### config.mk
export PLATFORM = sky130hd
export DESIGN_NAME = maxnet_ctrl_param
export DESIGN_NICKNAME = d
export VERILOG_FILES = /design/src/rtl/maxnet_ctrl_param.sv
export SDC_FILE = /design/constraint.sdc
export NUM_CORES = 1
export LEC_CHECK = 0
export CORE_UTILIZATION = 39
export DETAILED_ROUTE_END_ITERATION = 12
export GPL_TIMING_DRIVEN = 1
export PLACE_DENSITY = 0.75
export SKIP_LAST_GASP = 1
export SLEW_MARGIN = 25
export SYNTH_ARGS = -nofsm -noshare
export SYNTH_HDL_FRONTEND = slang
export SYNTH_SLANG_ARGS = --single-unit
### constraint.sdc
create_clock -name clk -period 1.74 [get_ports clk]
set_input_delay 0.261 -clock clk [delete_from_list [all_inputs] [get_ports clk]]
set_output_delay 0.261 -clock clk [all_outputs]
set_load 0.005 [all_outputs]
### src/rtl/maxnet_ctrl_param.sv
// MaxNet sequencing controller: loads N activations over valid/ready, then iterates
// Init -> (Mul -> Sum -> Update)* until the datapath signals a single winner or the pass cap hits.
module maxnet_ctrl_param #(
    parameter int N        = 4,
    parameter int ADDR_W   = 2,
    parameter int MUL_LAT  = 1,
    parameter int MAX_ITER = 16,
    parameter int ITER_W   = 5
) (
    input  logic              clk,
    input  logic              rst,
    input  logic              start,
    input  logic              abort,
    input  logic              in_valid,
    output logic              in_ready,
    input  logic              finish,
    output logic              ld_memory,
    output logic [ADDR_W-1:0] ld_addr,
    output logic              ld_reg,
    output logic              sel,
    output logic              mul_en,
    output logic              done,
    output logic              busy,
    output logic [ITER_W-1:0] iter_count,
    output logic              timeout
);

    localparam int MUL_W = (MUL_LAT > 1) ? $clog2(MUL_LAT) : 1;

    localparam logic [ADDR_W-1:0] LD_LAST  = ADDR_W'(N - 1);
    localparam logic [MUL_W-1:0]  MUL_LAST = MUL_W'(MUL_LAT - 1);
    localparam logic [ITER_W-1:0] ITER_CAP = ITER_W'(MAX_ITER);

    typedef enum logic [2:0] {
        IDLE   = 3'd0,
        LOAD   = 3'd1,
        INIT   = 3'd2,
        MUL    = 3'd3,
        SUM    = 3'd4,
        UPDATE = 3'd5
    } state_t;

    state_t            state_reg, state_next;
    logic [ADDR_W-1:0] ld_cnt_reg, ld_cnt_next;
    logic [MUL_W-1:0]  mul_cnt_reg, mul_cnt_next;
    logic [ITER_W-1:0] iter_reg, iter_next;
    logic              timeout_reg, timeout_next;

    always_ff @(posedge clk) begin
        if (rst) begin
            state_reg   <= IDLE;
            ld_cnt_reg  <= '0;
            mul_cnt_reg <= '0;
            iter_reg    <= '0;
            timeout_reg <= 1'b0;
        end else begin
            state_reg   <= state_next;
            ld_cnt_reg  <= ld_cnt_next;
            mul_cnt_reg <= mul_cnt_next;
            iter_reg    <= iter_next;
            timeout_reg <= timeout_next;
        end
    end

    always_comb begin
        state_next   = state_reg;
        ld_cnt_next  = ld_cnt_reg;
        mul_cnt_next = mul_cnt_reg;
        iter_next    = iter_reg;
        timeout_next = timeout_reg;
        in_ready     = 1'b0;
        ld_memory    = 1'b0;
        ld_addr      = '0;
        ld_reg       = 1'b0;
        sel          = 1'b0;
        mul_en       = 1'b0;
        done         = 1'b0;

        case (state_reg)
            IDLE: begin
                done = 1'b1;
                if (start) begin
                    state_next   = LOAD;
                    ld_cnt_next  = '0;
                    iter_next    = '0;
                    timeout_next = 1'b0;
                end
            end
            LOAD: begin
                in_ready  = 1'b1;
                ld_addr   = ld_cnt_reg;
                ld_memory = in_valid;
                if (in_valid) begin
                    ld_cnt_next = ld_cnt_reg + ADDR_W'(1);
                    if (ld_cnt_reg == LD_LAST) begin
                        state_next = INIT;
                    end
                end
            end
            INIT: begin
                ld_reg       = 1'b1;
                sel          = 1'b1;
                mul_cnt_next = '0;
                state_next   = MUL;
            end
            MUL: begin
                mul_en       = 1'b1;
                mul_cnt_next = mul_cnt_reg + MUL_W'(1);
                if (mul_cnt_reg == MUL_LAST) begin
                    state_next = SUM;
                end
            end
            SUM: begin
                // A winner takes precedence over the cap on the same pass.
                if (finish) begin
                    state_next   = IDLE;
                    timeout_next = 1'b0;
                end else if (iter_reg == ITER_CAP) begin
                    state_next   = IDLE;
                    timeout_next = 1'b1;
                end else begin
                    state_next = UPDATE;
                end
            end
            UPDATE: begin
                ld_reg       = 1'b1;
                iter_next    = iter_reg + ITER_W'(1);
                mul_cnt_next = '0;
                state_next   = MUL;
            end
            default: begin
                state_next = IDLE;
            end
        endcase

        // Abort cancels this cycle's writes and freezes run bookkeeping.
        if (abort && (state_reg != IDLE)) begin
            state_next   = IDLE;
            ld_memory    = 1'b0;
            ld_reg       = 1'b0;
            ld_cnt_next  = ld_cnt_reg;
            mul_cnt_next = mul_cnt_reg;
            iter_next    = iter_reg;
            timeout_next = timeout_reg;
        end
    end

    assign busy       = ~done;
    assign iter_count = iter_reg;
    assign timeout    = timeout_reg;

endmodule

* After elaboration in Yosys (flattened, before gate mapping) *
Cells that the tools add are included.
Widths: inputs -> output; s select.

word-level totals
  register bits = 12
  output and inout port bits = 15

operators by class
  add/subtract/negate cells = 3
  equal/unequal tests = 12
  muxes and demuxes = 26
  bitwise logic cells = 2
  reductions and logical operators = 14

operators with widths
  kind                 number
  $mux 3               6
  $pmux 3 s5           1
  $reduce_and 4->1     3
  $mux 1               11
  $pmux 5 s2           1
  $ne 2x2->1 const B   4
  $reduce_bool 2->1    4
  $eq 3x2->1 const B   2
  $eq 3x3->1 const B   2
  $mux 2               3
  $add 5x1->5 const B  1
  $eq 5x5->1 const B   1
  $mux 5               1
  $pmux 1 s2           2
  $pmux 2 s2           1
  $reduce_or 2->1      2
  $eq 3x1->1 const B   1
  $logic_not 3->1      1
  $ne 3x3->1 const B   1
  $reduce_and 3->1     1
  $reduce_bool 3->1    1
  $add 2x1->2 const B  1
  $eq 2x2->1 const B   1
  $not 1->1            2
  3 further kinds      3

* Depth between registers and ports, before layout *
  word-level depth = 4
  gate-level depth with buffers = 5
  depth with buffers taken out = 5

* Worst setup path after synthesis *
Ideal clock, no wire load.

  path kind = register -> register
  start point = reg state_reg[0]
  end point = reg iter_reg[2], in the netlist iter_count[2]
  setup time = 0.072 ns
  data arrival time = 1.364 ns
  required time = 1.668 ns
  slack = 0.305 ns
  cell stages (with the launch flop) = 6
  path through = dfxtp_1 buf_6 or4b_4 buf_6 a21boi_2 mux2i_1

on the way
  longest elaborated chain between the ends = 4
  elaborated cells between the ends (all ways) = 9

RTL lines
  element                                             line  source
  start: declaration                                  43    state_t state_reg, state_next;
  start signal: assignment                            57    state_reg <= state_next;
  branches (longest 4 deep; another with $eq 3x3->1)  --
  end signal: assignment                              60    iter_reg <= iter_next;
  end: declaration                                    46    logic [ITER_W-1:0] iter_reg, iter_next;

Several ways; the timed one is not identified.
A chain may end at the register's enable or synchronous reset.

* Worst setup path after layout *
  start point = reg state_reg[1]
  end point = reg iter_reg[2], in the netlist iter_count[2]

Same word-level chain as after synthesis.

==> flow_metrics.py <==
metrics = {
    "status": {
        "status": "finished, final reports clean",
    },
    "clocking": {
        "max-clock-path-buffers": 2,
        "cts_buffers": 3,
        "clkLatencyLatePin_ns": 0.26,
        "htree_levels": 1,
        "cts-root-buf": "clkbuf_4",
        "cts_sinks": 12,
        "cts_tree": "built",
        "cts.clk_slew.worst_paths_ns": 0.07,
    },
    "logic_synthesis": {
        "yosys_warnings": 0,
        "synth_cell_types": 38,
        "yosys_most_used_dff": "dfxtp_1",
        "synth_edf_count": 0,
        "synth.avg_cell_area_sq_um": 8.43,
        "synth_top_area_cell": "dfxtp_1",
        "syn-instance-count": 100,
        "syn_area_sq_um": 843,
        "syn-num-nets": 109,
        "ys_seq_elements": 12,
        "async_flop_share_pct": 0,
        "synth.top_cell.area_share_pct": 28.5,
        "yosysSeqAreaShare_pct": 28.5,
        "synth_area_leaders": "dfxtp_1 (28%), mux2i_1 (5.9%), ha_1 (4.5%)",
    },
    "min_path": {
        "whs_endpoint": "timeout",
        "hp-start": "timeout",
        "min_path_cells": 2,
        "hp-class": "reg2reg",
    },
    "critical_path": {
        "cp_data_required_time_ns": 1.93,
        "r2r_start": "state_reg[1]",
        "r2r_setup_slack_ns": 0.06,
        "path_class": "reg2reg",
        "endpoint_kind": "flip-flop",
        "crit_path_start_kind": "flip-flop",
        "crit_path_max_fanout": 11,
        "worst-r2r-cell-count": 5,
        "worstPathArrival_ns": 1.87,
        "reg2reg_to": "iter_count[2]",
    },
    "sta": {
        "rsz0062_at_grt": "false",
        "setup_viol": 0,
        "fmax_mhz": 595,
        "layout_min_cycle_time_ns": 1.68,
        "fin_skew_ns": 0.000237,
        "setup_slack_ns": 0.0581,
        "final_hold_viol_count": 0,
        "timing.final.max_slew_violations": 0,
        "relSlewSlack_pct": 77.7,
        "worst_slew_pin_slew_ns": 0.330,
        "layout_worst_path_cycle_share_pct": 96.7,
    },
    "routing": {
        "drc": 0,
        "via_per_inst": 5.31,
        "vias": 860,
        "drt_iter0_markers": 11,
        "ant_nets": 0,
        "drt_pre_antenna_iters": 4,
        "wl_microns": 2150,
        "avgRoutedWirePerCell_microns": 13.2,
    },
    "power_and_ir_drop": {
        "leakage_nw": 0.547,
        "powerDensity_nw_per_um2": 475,
        "irDropWorstVdd_uv": 301,
    },
    "grt": {
        "grt_overflow": 0,
        "antenna_found_initial": 0,
        "grt_pass1_wl_microns": 3260,
        "grt_max_degree": 12,
        "grt_pass1_vias": 743,
        "grt_use_total_pct": 17.7,
    },
    "cells_and_area": {
        "synthToLayoutAreaGrowth_pct": 46.7,
        "drive_gt1_share_pct": 25.9,
        "finalInstanceArea_sq_um": 1240,
        "diodes": 0,
        "largest_reg_flops": 5,
        "final_util_pct": 61.8,
        "fin_nets": 146,
    },
    "place": {
        "placed_area_sq_um": 1120,
        "dp_hpwl_microns": 1420,
        "port_buffers": 20,
        "routabilityCongestion": 0.817,
        "place_ws_ns": -0.171,
    },
    "floorplanning": {
        "initial_core_util_pct": 42.1,
        "dieArea_sq_um": 2350,
        "die_h_microns": 48.5,
        "core-area_sq_um": 2000,
        "die_w_microns": 48.5,
        "top_level_ports": 21,
        "row_count": 16,
    },
    "job": {
        "cap_viol_max_count": 0,
    },
}
==> final cells by class <==
cell class | count | area (sq um)
Inverter | 4 | 15.0
Sequential cell | 12 | 251
Timing Repair Buffer | 39 | 347
Multi-Input combinational cell | 77 | 568
Fill cell | 178 | 764
Clock buffer | 3 | 22.5
Tap cell | 27 | 33.8
==> per-layer routing <==
metal / track usage [%] / vias to the layer above / share of wire (%)
met5: 0 / - / 0
met4: 6.37 / 0 / 0.98
met3: 3.14 / 2 / 2.9
met2: 28.9 / 20 / 48
met1: 23.3 / 399 / 48
li1: - / 439 / -
==> cell families after synthesis <==
logic type               after synthesis  share of synthesized area, %
adder cells (fa/ha/maj)                3                          4.45
AO/OA/AOI/OAI                         20                          17.2
AND/OR/NAND/NOR                       48                          36.2
buffers and inverters                 12                          7.71
multiplexers                           5                          5.93
flip-flops                            12                          28.5
==> metrics by stage <==
stage	total power, mW	hold slack (ns)	TNS [ns]	instances
2_1_floorplan	0.362	0.431	0	100
3_3_place_gp	0.409	0.471	-0.468	152
6_report	0.588	0.502	0	162
3_5_place_dp	0.411	0.486	-0.632	152
4_1_cts	0.578	0.505	-0.174	159
5_1_grt	0.617	0.531	0	162
==> critical path, cell delays in order (launching register included) <==
cell,delay [ns]
dfxtp_4,0.38
buf_4,0.14
buf_4,0.16
or4bb_4,0.57
a21boi_2,0.17
mux2i_1,0.19
==> layout by cell type (no fill, tap or decap), types with 3 or more instances in the layout <==
cell / instances
buf_4: 19
clkdlybuf4s50_1: 11
dfxtp_1: 9
nor2_1: 6
a21oi_1: 6
nand2b_1: 5
nand3b_1: 5
nand2_1: 5
mux2i_1: 5
dlygate4sd2_1: 5
inv_1: 4
nand3_1: 4
dlymetal6s2s_1: 4
nor3_1: 3
or3b_1: 3
ha_1: 3
clkbuf_4: 3
dfxtp_4: 3
==> power by group <==
group / leakage [nW] / switching (mW) / total (mW) / internal (mW)
Sequential: 0.0992 / 0.00369 / 0.279 / 0.275
Clock: 0.0138 / 0.0880 / 0.168 / 0.0798
Combinational: 0.434 / 0.0606 / 0.141 / 0.0805
==> synthesized netlist by cell type (2+ instances only) <==
library cell,n
a21oi_2,2
mux2i_1,5
clkbuf_1,4
or3b_1,3
buf_6,2
inv_1,4
dfxtp_1,12
ha_1,3
nand2b_1,5
nor4_1,3
o21a_1,2
nor2b_1,2
nor3_1,3
nand3_1,4
o21ai_0,2
nand3b_1,5
a211oi_1,2
and2_1,2
nor4bb_1,2
a21oi_1,6
nor2_1,6
nand2_1,5
==> how the worst max path moves through the flow <==
stage | slack, ns | end | depth (start not counted) | from
4_1_cts | -0.09 | ld_addr[0] | 4 | state_reg[1]
6_report | 0.06 | iter_count[2] | 5 | state_reg[1]
3_5_place_dp | -0.17 | ld_memory | 4 | abort
3_3_place_gp | -0.16 | ld_memory | 4 | abort
5_1_grt | 0.006 | iter_count[3] | 5 | state_reg[1]
2_1_floorplan | 0.30 | iter_count[2] | 5 | state_reg[0]
==> what timing repair did <==
item,in CTS,in global routing
hold buffers,0,0
cloned,0,1
resized for setup,13,6
setup endpoints to repair,9,8
buffers inserted,4,2
pin swaps,0,3
hold endpoints to repair,0,0
Power figures use the tool's default switching activity.
